[src/rtl/div_seq_sgn_if.sv]
// Start/ready/done_tick handshake and result bus of the sequential signed/unsigned divider.
interface div_seq_sgn_if #(
    parameter int unsigned W = 16
) ();
    logic         start;
    logic         sgn;
    logic [W-1:0] dvnd;
    logic [W-1:0] dvsr;
    logic         ready;
    logic         done_tick;
    logic [W-1:0] quo;
    logic [W-1:0] rmd;
    logic         dbz;
    logic         ovf;

    modport master (
        output start, sgn, dvnd, dvsr,
        input  ready, done_tick, quo, rmd, dbz, ovf
    );

    modport slave (
        input  start, sgn, dvnd, dvsr,
        output ready, done_tick, quo, rmd, dbz, ovf
    );
endinterface

[src/rtl/div_seq_sgn.sv]
// Multi-cycle restoring divider with signed/unsigned mode, dbz/ovf flags and held results.
// Optional macro DIV_SEQ_DBZ_FAST_EN: divide-by-zero completes straight from IDLE.
module div_seq_sgn #(
    parameter int unsigned W = 16
) (
    input logic         clk,
    input logic         reset_n,
    div_seq_sgn_if.slave bus
);
    localparam int unsigned CBIT = $clog2(W + 1);

    localparam logic [1:0] StIdle = 2'd0;
    localparam logic [1:0] StOp   = 2'd1;
    localparam logic [1:0] StFix  = 2'd2;
    localparam logic [1:0] StDone = 2'd3;

    localparam logic [CBIT-1:0] CntInit = CBIT'(W);
    localparam logic [CBIT-1:0] CntOne  = CBIT'(1);
    localparam logic [W-1:0]    MinNeg  = {1'b1, {(W-1){1'b0}}};

    logic [1:0]      state_q, state_d;
    logic [CBIT-1:0] cnt_q, cnt_d;
    logic            sgn_q, sgn_d;
    logic            dneg_q, dneg_d;
    logic            vneg_q, vneg_d;
    logic            ovfp_q, ovfp_d;
    logic [W-1:0]    rh_q, rh_d;
    logic [W-1:0]    rl_q, rl_d;
    logic [W-1:0]    d_q, d_d;
    logic [W-1:0]    quo_q, quo_d;
    logic [W-1:0]    rmd_q, rmd_d;
    logic            dbz_q, dbz_d;
    logic            ovf_q, ovf_d;

    // Shifted partial remainder carries the bit pushed out of rh, so no carry is lost.
    logic [W:0] shl;
    logic [W:0] diff;
    logic       ge;

    assign shl  = {rh_q, rl_q[W-1]};
    assign diff = shl - {1'b0, d_q};
    assign ge   = (shl >= {1'b0, d_q});

    always_comb begin
        state_d = state_q;
        cnt_d   = cnt_q;
        sgn_d   = sgn_q;
        dneg_d  = dneg_q;
        vneg_d  = vneg_q;
        ovfp_d  = ovfp_q;
        rh_d    = rh_q;
        rl_d    = rl_q;
        d_d     = d_q;
        quo_d   = quo_q;
        rmd_d   = rmd_q;
        dbz_d   = dbz_q;
        ovf_d   = ovf_q;
        case (state_q)
            StIdle: begin
                if (bus.start) begin
                    sgn_d   = bus.sgn;
                    dneg_d  = bus.sgn & bus.dvnd[W-1];
                    vneg_d  = bus.sgn & bus.dvsr[W-1];
                    ovfp_d  = bus.sgn && (bus.dvnd == MinNeg) && (bus.dvsr == '1);
                    rl_d    = (bus.sgn && bus.dvnd[W-1]) ? -bus.dvnd : bus.dvnd;
                    d_d     = (bus.sgn && bus.dvsr[W-1]) ? -bus.dvsr : bus.dvsr;
                    rh_d    = '0;
                    cnt_d   = CntInit;
                    state_d = StOp;
`ifdef DIV_SEQ_DBZ_FAST_EN
                    if (bus.dvsr == '0) begin
                        quo_d   = '1;
                        rmd_d   = bus.dvnd;
                        dbz_d   = 1'b1;
                        ovf_d   = 1'b0;
                        state_d = StDone;
                    end
`endif
                end
            end
            StOp: begin
                rh_d  = ge ? diff[W-1:0] : shl[W-1:0];
                rl_d  = {rl_q[W-2:0], ge};
                cnt_d = cnt_q - CntOne;
                if (cnt_q == CntOne) begin
                    state_d = StFix;
                end
            end
            StFix: begin
                // Truncating division: quotient sign from sign mismatch, remainder from dividend.
                quo_d   = (sgn_q && (dneg_q ^ vneg_q)) ? -rl_q : rl_q;
                rmd_d   = (sgn_q && dneg_q) ? -rh_q : rh_q;
                dbz_d   = (d_q == '0);
                ovf_d   = ovfp_q;
                state_d = StDone;
            end
            StDone: begin
                state_d = StIdle;
            end
            default: begin
                state_d = StIdle;
            end
        endcase
    end

    always_ff @(posedge clk or negedge reset_n) begin
        if (!reset_n) begin
            state_q <= StIdle;
            cnt_q   <= '0;
            sgn_q   <= 1'b0;
            dneg_q  <= 1'b0;
            vneg_q  <= 1'b0;
            ovfp_q  <= 1'b0;
            rh_q    <= '0;
            rl_q    <= '0;
            d_q     <= '0;
            quo_q   <= '0;
            rmd_q   <= '0;
            dbz_q   <= 1'b0;
            ovf_q   <= 1'b0;
        end else begin
            state_q <= state_d;
            cnt_q   <= cnt_d;
            sgn_q   <= sgn_d;
            dneg_q  <= dneg_d;
            vneg_q  <= vneg_d;
            ovfp_q  <= ovfp_d;
            rh_q    <= rh_d;
            rl_q    <= rl_d;
            d_q     <= d_d;
            quo_q   <= quo_d;
            rmd_q   <= rmd_d;
            dbz_q   <= dbz_d;
            ovf_q   <= ovf_d;
        end
    end

    assign bus.ready     = (state_q == StIdle);
    assign bus.done_tick = (state_q == StDone);
    assign bus.quo       = quo_q;
    assign bus.rmd       = rmd_q;
    assign bus.dbz       = dbz_q;
    assign bus.ovf       = ovf_q;
endmodule
[src/flat_wrapper.sv]
// flat-port wrapper written by rule: the top's interface ports become plain ports
module div_seq_sgn_flat 
#(
    parameter int unsigned W = 16
)
  (clk, reset_n, bus_start, bus_sgn, bus_dvnd, bus_dvsr, bus_ready, bus_done_tick, bus_quo, bus_rmd, bus_dbz, bus_ovf);
  div_seq_sgn_if #(.W(W)) bus_i ();
  input logic clk;
  input logic reset_n;
  input wire logic [$bits(bus_i.start)-1:0] bus_start;
  input wire logic [$bits(bus_i.sgn)-1:0] bus_sgn;
  input wire logic [$bits(bus_i.dvnd)-1:0] bus_dvnd;
  input wire logic [$bits(bus_i.dvsr)-1:0] bus_dvsr;
  output wire logic [$bits(bus_i.ready)-1:0] bus_ready;
  output wire logic [$bits(bus_i.done_tick)-1:0] bus_done_tick;
  output wire logic [$bits(bus_i.quo)-1:0] bus_quo;
  output wire logic [$bits(bus_i.rmd)-1:0] bus_rmd;
  output wire logic [$bits(bus_i.dbz)-1:0] bus_dbz;
  output wire logic [$bits(bus_i.ovf)-1:0] bus_ovf;
  assign bus_i.start = bus_start;
  assign bus_i.sgn = bus_sgn;
  assign bus_i.dvnd = bus_dvnd;
  assign bus_i.dvsr = bus_dvsr;
  assign bus_ready = bus_i.ready;
  assign bus_done_tick = bus_i.done_tick;
  assign bus_quo = bus_i.quo;
  assign bus_rmd = bus_i.rmd;
  assign bus_dbz = bus_i.dbz;
  assign bus_ovf = bus_i.ovf;
  div_seq_sgn #(.W(W)) u_core (.clk(clk), .reset_n(reset_n), .bus(bus_i));
endmodule
[config.mk]
export PLATFORM = sky130hd
export DESIGN_NAME = div_seq_sgn_flat
export DESIGN_NICKNAME = d
export VERILOG_FILES = /design/src/rtl/div_seq_sgn_if.sv /design/src/rtl/div_seq_sgn.sv /design/src/flat_wrapper.sv
export SDC_FILE = /design/constraint.sdc
export NUM_CORES = 1
export LEC_CHECK = 0
export ABC_AREA = 1
export ABC_CLOCK_PERIOD_IN_PS = 2070
export BUFFER_PORTS_ARGS = -buffer_cell sky130_fd_sc_hd__buf_2
export CORE_MARGIN = 8
export CORE_UTILIZATION = 25
export DETAILED_ROUTE_END_ITERATION = 12
export GPL_ROUTABILITY_DRIVEN = 0
export HOLD_SLACK_MARGIN = 0.02
export PLACE_DENSITY_LB_ADDON = 0.3
export SYNTH_ARGS = -nofsm -noshare
export SYNTH_HDL_FRONTEND = slang
export SYNTH_SLANG_ARGS = --single-unit
[constraint.sdc]
create_clock -name clk -period 2.07 [get_ports clk]
set_input_delay 0.207 -clock clk [delete_from_list [all_inputs] [get_ports clk]]
set_output_delay 0.207 -clock clk [all_outputs]
set_load 0.05 [all_outputs]
==> results of run 1 <==
==> per-stage QoR <==
step / cells / instance area (sq um) / hold slack (ns) / util [%]
after detailed placement: 1377 / 7580 / 0.220 / 29.3
after floorplan: 944 / 6500 / -0.0886 / -
after global placement: 1377 / 7580 / 0.220 / 29.3
after global routing: 1397 / 8160 / 0.163 / 31.6
after CTS: 1392 / 7910 / 0.138 / 30.6
final: 1397 / 8160 / 0.142 / 31.6
==> logic make-up (layout without fill, tap and decap cells) <==
| group | Yosys count | count (layout) | share of synthesized area (%) |
|---|---|---|---|
| AND/OR/NAND/NOR | 522 | 522 | 35.0 |
| adder cells (fa/ha/maj) | 28 | 28 | 5.50 |
| XOR/XNOR | 31 | 31 | 4.17 |
| flip-flops | 93 | 93 | 35.8 |
| AO/OA/AOI/OAI | 114 | 114 | 10.0 |
| buffers and inverters | 156 | 274 | 9.58 |
==> where the power goes <==
group / leakage [nW] / internal (mW) / switching, mW / total (mW)
logic: 2.76 / 3.69 / 6.39 / 10.1
registers: 1.16 / 2.65 / 0.671 / 3.32
clock network: 0.154 / 1.08 / 0.715 / 1.79
total: 4.08 / 7.42 / 7.77 / 15.2
==> sequential cells by signal (all words and copies together), names as in the netlist <==
signal          cells
u_core.bus.dbz      1
u_core.ovfp_q       1
u_core.bus.ovf      1
u_core.dneg_q       1
u_core.bus.quo     16
u_core.sgn_q        1
u_core.state_q      2
u_core.rl_q        16
u_core.d_q         16
u_core.vneg_q       1
u_core.bus.rmd     16
u_core.cnt_q        5
u_core.rh_q        16
==> final timing paths <==
path	from	end	slack (ns)	cells past startpoint
max	u_core.d_q[13]$_DFFE_PN0P_	u_core.rh_q[7]$_DFFE_PN0P_	0.13	11
min reg2reg	u_core.bus.ovf$_DFFE_PN0P_	u_core.bus.ovf$_DFFE_PN0P_	0.47	2
min in group asynchronous	reset_n	u_core.bus.quo[4]$_DFFE_PN0P_	0.37	2
max reg2reg	u_core.d_q[13]$_DFFE_PN0P_	u_core.rh_q[7]$_DFFE_PN0P_	0.13	11
max in group asynchronous	reset_n	u_core.rh_q[4]$_DFFE_PN0P_	1.07	3
min	bus_dvsr[15]	u_core.d_q[15]$_DFFE_PN0P_	0.14	3
==> timing repair <==
action,CTS,global route
gates resized for setup,3,42
pin swaps,0,5
gates cloned,0,1
hold buffers,1,0
buffers inserted,0,4
setup endpoints to repair,6,16
endpoints found under the hold margin,33,0
==> final cells by class <==
cell class / count / area [sq um] / share of cell area [%]
repair buffers: 129 / 838 / 10.3
inverters: 131 / 492 / 6.02
well taps: 335 / 419 / 5.13
clock inverters: 4 / 73.8 / 0.904
clock buffers: 10 / 239 / 2.93
multi-input cells: 695 / 3770 / 46.2
flip-flops and latches: 93 / 2330 / 28.6
==> worst max-delay path: stages, from the launching register on <==
cell,delay [ns]
dfrtp_1,0.39
inv_2,0.10
ha_2,0.32
nand2_2,0.14
nor2_1,0.06
nand2_1,0.06
nand2_1,0.08
nor2_4,0.24
buf_2,0.22
nand3_1,0.10
nand3_1,0.09
nand2_1,0.05
==> layer usage <==
metal / up-vias / share of wire [%] / wire [um] / track usage (%)
li1: 3269 / - / - / -
met1: 2956 / 49 / 10200 / 18.6
met2: 150 / 45 / 9390 / 20.3
met3: 27 / 5.0 / 1050 / 2.34
met4: 0 / 1.8 / 384 / 4.38
met5: - / 0 / 0 / 0
==> placed cells by master, fill, tap and decap left out, types with 3 or more instances in the layout <==
cell | Yosys | layout
a21oi_1 | 24 | 22
a31oi_1 | 7 | 7
buf_12 | 1 | 3
buf_2 | 5 | 71
buf_4 | 2 | 52
clkbuf_16 | 0 | 9
clkinv_1 | 4 | 4
dfrtp_1 | 93 | 90
dfrtp_2 | 0 | 3
ha_1 | 27 | 12
ha_4 | 0 | 14
inv_1 | 127 | 118
inv_2 | 0 | 9
nand2_1 | 287 | 283
nand2_2 | 5 | 9
nand3_1 | 99 | 97
nand3_2 | 3 | 5
nand4_1 | 19 | 19
nor2_1 | 73 | 71
nor2_2 | 3 | 5
nor3_1 | 16 | 16
nor4_1 | 5 | 5
o21ai_0 | 54 | 53
o21ai_2 | 2 | 3
o21bai_1 | 7 | 7
o221ai_1 | 7 | 7
o22ai_1 | 8 | 8
o31ai_1 | 3 | 3
xnor2_1 | 10 | 10
xor2_1 | 21 | 21
==> flow_summary.ini, run 1 <==
[status]
status = completed

[critical_path]
cp-end-kind = flop
path_class = reg -> reg
cp-start-kind = flop
cp.required_ns = 2.31
worstPathMaxFanout = 7
cp.arrival_ns = 2.17

[power]
leakage_nw = 4.08
peakVddDrop_mv = 0.669
p_per_area_nw_per_um2 = 1860
finalPower_mw = 15.2

[synthesis]
synth_cell_type_count = 39
synth.most_common_cell = nand2_1
synth_edf_count = 0
synth_top_cell_by_area = dfrtp_1
synth_cells = 944
avgSynthCellArea_sq_um = 6.89
syn_nets = 1008
synth_area_sq_um = 6500
ys_top_cells_by_count = nand2_1, inv_1, nand3_1
ys.flop_type = dfrtp_1
ys_async_sr_fraction_pct = 100
ys_ff_latch = 93
yosysTopAreaCellShare_pct = 35.8
yosysWarnings = 0
ys_seq_area_share_pct = 35.8
synthTopCellsByArea = dfrtp_1, nand2_1, nand3_1

[clock_network]
clock_sinks = 93
cts_root_buffer = clkbuf_16
path_clk_slew_ns = 0.06
h-tree-depth = 3
cts_made_buffers = 9
clockBufferDepth = 2
worstSkewPairLatency_ns = 0.35
cts_tree = built

[route]
drc = 0
drt-initial-drc-count = 544
drt_pre_antenna_iters = 5
avgViaCountPerCell = 4.58
routed_wl_mm = 21.0
dr_total_vias = 6402
ant_nets = 0
wl_per_cell_um = 15.1

[sta]
fin_ws_ns = 0.134
tightest_slew_ns = 0.515
slew_viol_final = 0
setup_violations = 0
period_share_pct = 93.5
finalHoldViolations = 0
relSlewSlack_pct = 65.4
finalCriticalPeriod_ns = 1.94
timing.fmax_mhz = 517
clock_skew_ns = 0.00786
totalNegativeSetupSlack_ns = 0
rsz0062_at_grt = no

[layout]
n_antenna_cell = 0
drive_above_1_share_pct = 19.0
areaGrowthSynthToFinish_pct = 25.5
fin_nets = 1123
filler_cell_count = 2827

[global_routing]
grt_max_degree = 37
grt_pass1_vias = 6119
overflow = 0
grtUsageTotal_pct = 13.3
grt_antenna_before_repair = 0
grt_pass1_wl_mm = 32.9

[die]
rows = 59
die_w_um = 177
die_h_um = 177
dieArea_sq_um = 31400
start_util_pct = 25.2
core_sq_um = 25800
boundaryPins = 72

[place]
io_buffers = 71
hpwl_mm = 16.7
post-place-ws_ns = -0.0625

[job]
max_cap_viol_count = 0

[hold_path]
hold_path_class = in -> reg
Power figures use the tool's default switching activity.
==> run 2: changes to the inputs <==
--- a/config.mk
+++ b/config.mk
@@ -13,7 +13,7 @@
 export DETAILED_ROUTE_END_ITERATION = 12
 export GPL_ROUTABILITY_DRIVEN = 0
 export HOLD_SLACK_MARGIN = 0.02
-export PLACE_DENSITY_LB_ADDON = 0.3
+export PLACE_DENSITY = 0.43
 export SYNTH_ARGS = -nofsm -noshare
 export SYNTH_HDL_FRONTEND = slang
 export SYNTH_SLANG_ARGS = --single-unit
==> flow_summary.ini, run 2 (same netlist as run 1, synthesis figures left out) <==
[layout]
regArea_sq_um = 2330
fin_cells = 1397
filler_cell_count = 2899
fin_nets = 1121
fin_util_pct = 31.4
n_antenna_cell = 0
drive_above_1_share_pct = 18.5
areaGrowthSynthToFinish_pct = 24.9
multi_input_area_sq_um = 3750
layout_common_cells = nand2_1, inv_1, nand3_1
final_common_cell = nand2_1

[route]
dr_total_vias = 6279
drt_pre_antenna_iters = 5
drt-initial-drc-count = 427
routed_wl_mm = 21.2
drc = 0
ant_nets = 0
wl_per_cell_um = 15.2
avgViaCountPerCell = 4.49

[global_routing]
grt_max_degree = 48
grtUsageTotal_pct = 13.7
grt_antenna_before_repair = 0
grt_pass1_wl_mm = 33.9
grt_pass1_vias = 6026
overflow = 0

[power]
p_clk_share_pct = 11.7
intPower_mw = 7.27
peakVddDrop_mv = 0.753
switchingPower_mw = 7.76
combPwrFrac_pct = 66.6
finalPower_mw = 15.0
p_per_area_nw_per_um2 = 1850
switching_share_pct = 51.6
leakage_nw = 4.08
p_seq_share_pct = 21.7

[die]
boundaryPins = 72
rows = 59
die_w_um = 177
die_h_um = 177
core_sq_um = 25800
start_util_pct = 25.2
dieArea_sq_um = 31400

[clock_network]
path_clk_slew_ns = 0.07
h-tree-depth = 3
worstSkewPairLatency_ns = 0.36
cts_tree = built
clockBufferDepth = 2
cts_root_buffer = clkbuf_16
cts_made_buffers = 9
clock_sinks = 93

[critical_path]
cp-start-kind = flop
crit_path_start = u_core.d_q[14]$_DFFE_PN0P_
r2r-start = u_core.d_q[14]$_DFFE_PN0P_
cp.arrival_ns = 2.18
rr_endpoint = u_core.rh_q[15]$_DFFE_PN0P_
reg2reg_slack_ns = 0.14
cp.required_ns = 2.32
worstPathMaxFanout = 10
cp-end-kind = flop
path_class = reg -> reg
reg2reg_depth = 13

[sta]
rsz0062_at_grt = yes
tightest_slew_ns = 0.537
relSlewSlack_pct = 63.9
hold-worst-slack_ns = 0.146
setup_violations = 0
period_share_pct = 93.2
slew_viol_final = 0
totalNegativeSetupSlack_ns = 0
finalHoldViolations = 0
finalCriticalPeriod_ns = 1.93
timing.fmax_mhz = 518
clock_skew_ns = 0.0115

[hold_path]
holdPathEnd = u_core.d_q[15]$_DFFE_PN0P_
hold_path_class = in -> reg
hold_start = bus_dvsr[15]
min_path_cells = 3

[place]
io_buffers = 71
place_inst = 1375
hpwl_mm = 17.0

[status]
status = completed

[job]
max_cap_viol_count = 0
-- run 2: cell count changes in the layout (fill, tap and decap cells not counted), moves of 4 or more --
cell,before,now
nand2_2,9,14
ha_4,14,10
inv_2,9,5
nand2_1,283,278
inv_1,118,123
ha_1,12,16
-- run 2: layer usage --
| layer | part of all wire (%) | vias to the layer above | GRT usage (%) |
|---|---|---|---|
| met3 | 4.1 | 22 | 2.06 |
| met5 | 0 | - | 0 |
| met1 | 51 | 2854 | 20.1 |
| met4 | 1.6 | 0 | 3.82 |
| li1 | - | 3275 | - |
| met2 | 43 | 128 | 20.3 |
-- run 2: final cells by class --
class / instances / area share [%]
Clock inverter: 5 / 0.693
Clock buffer: 11 / 3.11
Multi-Input combinational cell: 695 / 46.2
Timing Repair Buffer: 127 / 10.1
Inverter: 131 / 6.05
Sequential cell: 93 / 28.7
Tap cell: 335 / 5.16
-- run 2: timing repair --
item / CTS / global route
setup buffers: 0 / 5
setup endpoints to repair: 8 / 19
gates resized for setup: 3 / 40
hold buffers: 1 / 0
hold endpoints to repair: 22 / 0
pin swaps: 0 / 6
-- run 2: worst max-delay path by stage --
stage,end,slack [ns],cells after the start
after floorplan,u_core.cnt_q[0]$_DFFE_PN0P_,0.12,8
after global placement,u_core.rh_q[8]$_DFFE_PN0P_,0.001,11
after detailed placement,u_core.rl_q[1]$_DFFE_PN0P_,-0.08,6
after CTS,u_core.rh_q[3]$_DFFE_PN0P_,0.03,12
after global routing,u_core.cnt_q[4]$_DFFE_PN0P_,-0.05,8
final,u_core.rh_q[15]$_DFFE_PN0P_,0.14,13
-- run 2: power by group through the flow --
stage | Clock, mW | Combinational [mW] | Sequential [mW]
2_1_floorplan | 0 | 5.60 | 4.10
3_3_place_gp | 0 | 9.39 | 3.27
3_5_place_dp | 0 | 9.36 | 3.27
4_1_cts | 1.82 | 9.42 | 3.24
5_1_grt | 1.89 | 11.2 | 3.39
6_report | 1.76 | 10.0 | 3.27
-- run 2: through the flow --
stage | cell area (sq um) | worst slack (ns)
global route | 8120 | -0.0464
detailed placement | 7550 | -0.0840
floorplan | 6500 | 0.122
global placement | 7550 | 0.00101
finish | 8120 | 0.141
CTS | 7880 | 0.0307
-- run 2: critical path: stages, from the launching register on --
cell and delay [ns]:
dfrtp_1 0.39, inv_2 0.10, ha_2 0.32, nand2_1 0.08, nand2_1 0.07, a21oi_2 0.14
nand2_1 0.10, nor2_4 0.19, buf_6 0.17, nand3_1 0.08, nand2_1 0.06, inv_1 0.03
nand2_1 0.04, nand2_1 0.04
==> run 3: changes to the inputs <==
--- a/config.mk
+++ b/config.mk
@@ -8,12 +8,14 @@
 export ABC_AREA = 1
 export ABC_CLOCK_PERIOD_IN_PS = 2070
 export BUFFER_PORTS_ARGS = -buffer_cell sky130_fd_sc_hd__buf_2
+export CELL_PAD_IN_SITES_DETAIL_PLACEMENT = 2
+export CELL_PAD_IN_SITES_GLOBAL_PLACEMENT = 2
 export CORE_MARGIN = 8
-export CORE_UTILIZATION = 25
+export CORE_UTILIZATION = 33
 export DETAILED_ROUTE_END_ITERATION = 12
 export GPL_ROUTABILITY_DRIVEN = 0
 export HOLD_SLACK_MARGIN = 0.02
-export PLACE_DENSITY = 0.43
+export PLACE_DENSITY = 0.82
 export SYNTH_ARGS = -nofsm -noshare
 export SYNTH_HDL_FRONTEND = slang
 export SYNTH_SLANG_ARGS = --single-unit
==> flow_summary.ini, run 3 (same netlist as run 1, synthesis figures left out) <==
[global_routing]
grtUsageTotal_pct = 21.0
grt_antenna_before_repair = 0
overflow = 0
grt_max_degree = 49
grt_pass1_vias = 7417
grt_pass1_wl_mm = 40.3

[clock_network]
worstSkewPairLatency_ns = 0.37
clock_sinks = 93
cts_tree = built
h-tree-depth = 3
cts_made_buffers = 9
cts_root_buffer = clkbuf_16
clockBufferDepth = 2
path_clk_slew_ns = 0.08

[hold_path]
holdPathEnd = u_core.d_q[15]$_DFFE_PN0P_
min_path_cells = 3
hold_start = bus_dvsr[15]
hold_path_class = in -> reg

[critical_path]
cp.required_ns = 2.34
cp-start-kind = flop
path_class = reg -> reg
r2r-start = u_core.d_q[1]$_DFFE_PN0P_
worstPathMaxFanout = 15
reg2reg_slack_ns = 0.05
cp-end-kind = flop
rr_endpoint = u_core.rh_q[15]$_DFFE_PN0P_
reg2reg_depth = 13
cp.arrival_ns = 2.29

[sta]
totalNegativeSetupSlack_ns = 0
rsz0062_at_grt = yes
tightest_slew_ns = 0.542
clock_skew_ns = 0.0179
finalCriticalPeriod_ns = 2.02
finalHoldViolations = 0
setup_violations = 0
period_share_pct = 97.6
relSlewSlack_pct = 63.6
timing.fmax_mhz = 495
slew_viol_final = 0

[route]
dr_total_vias = 6718
top_layer = met4
ant_nets = 0
drt_pre_antenna_iters = 4
met3_length_um = 544
drc = 0
wl_met2_mm = 13.5
wl_per_cell_um = 19.5
avgViaCountPerCell = 5.09
routed_wl_mm = 25.8
wl_met1_mm = 11.3
drt-initial-drc-count = 287

[layout]
fin_area_sq_um = 8070
drive_above_1_share_pct = 19.4
layout_common_cells = nand2_1, inv_1, nand3_1
n_antenna_cell = 0
filler_cell_count = 2359
regArea_sq_um = 2330
areaGrowthSynthToFinish_pct = 24.1
fin_nets = 1116
final_common_cell = nand2_1
multi_input_area_sq_um = 3810

[die]
dieArea_sq_um = 24500
die_h_um = 156
rows = 51
boundaryPins = 72
die_w_um = 156
core_sq_um = 19400
start_util_pct = 33.5

[place]
post_dp_cell_area_sq_um = 7430
hpwl_mm = 19.9
io_buffers = 71

[job]
max_cap_viol_count = 0

[power]
finalPower_mw = 15.7
peakVddDrop_mv = 0.596
leakage_nw = 4.05
p_per_area_nw_per_um2 = 1950

[status]
status = completed
==> run 3: changes by cell type in the layout (fill, tap and decap cells not counted), moves of 3 or more <==
| cell | change |
|---|---|
| buf_6 | -4 |
| dfrtp_2 | +5 |
| inv_1 | -5 |
| buf_12 | +3 |
| buf_4 | -5 |
| ha_1 | -6 |
| inv_2 | +4 |
| ha_4 | +4 |
| dfrtp_1 | -5 |
==> run 3: layer usage <==
layer,vias to the layer above,track usage (%)
met1,3366,26.0
met4,0,5.45
met5,-,0
li1,3255,-
met3,23,2.62
met2,74,37.8
==> run 3: cell type report <==
cell class / count / share of cell area, %
Tap cell: 265 / 4.11
Clock inverter: 4 / 0.418
Timing Repair Buffer: 122 / 10.2
Inverter: 131 / 6.14
Multi-Input combinational cell: 695 / 47.2
Sequential cell: 93 / 28.9
Clock buffer: 11 / 3.01
==> run 3: worst max-delay path by stage <==
stage	endpoint	startpoint	cells after the start
after floorplan	u_core.cnt_q[0]$_DFFE_PN0P_	u_core.state_q[0]$_DFFE_PN0P_	8
after global placement	u_core.rh_q[6]$_DFFE_PN0P_	u_core.rl_q[15]$_DFFE_PN0P_	12
after detailed placement	u_core.rh_q[6]$_DFFE_PN0P_	u_core.rl_q[15]$_DFFE_PN0P_	12
after CTS	u_core.rh_q[6]$_DFFE_PN0P_	u_core.rl_q[15]$_DFFE_PN0P_	12
after global routing	u_core.rh_q[15]$_DFFE_PN0P_	u_core.d_q[1]$_DFFE_PN0P_	13
final	u_core.rh_q[15]$_DFFE_PN0P_	u_core.d_q[1]$_DFFE_PN0P_	13
==> run 3: through the flow <==
| step | util, % | hold WS [ns] | setup slack (ns) | instances |
|---|---|---|---|---|
| finish | 41.6 | 0.138 | 0.0490 | 1321 |
| global route | 41.6 | 0.174 | -0.0523 | 1321 |
| CTS | 40.0 | 0.134 | 0.00634 | 1312 |
| detailed placement | 38.3 | 0.123 | -0.0913 | 1296 |
| global placement | 38.3 | 0.120 | -0.0160 | 1296 |
| floorplan | - | -0.0886 | 0.122 | 944 |
==> run 3: critical path, cell delays in order (launching register included) <==
cell and delay [ns]:
dfrtp_1 0.38, inv_1 0.22, ha_4 0.26, nand2_1 0.15
nor2_1 0.06, nand3_1 0.14, nand3_2 0.13, nand2_4 0.13
buf_12 0.15, nand3_1 0.07, nand2_1 0.08, inv_1 0.04
nand2_1 0.05, nand2_1 0.05
==> run 3: what timing repair did <==
action,4_1_cts,5_1_grt
endpoints found under the setup margin,14,23
buffers inserted,0,8
endpoints found under the hold margin,17,0
resized for setup,6,54
pin swaps,0,6
hold buffers,1,0
gates cloned,0,1
==> run 3: where the power goes <==
part           total (mW)  internal (mW)  switching, mW
Clock                1.64          0.852          0.793
Sequential           3.39           2.65          0.735
Combinational        10.7           3.76           6.94
Total                15.7           7.27           8.47
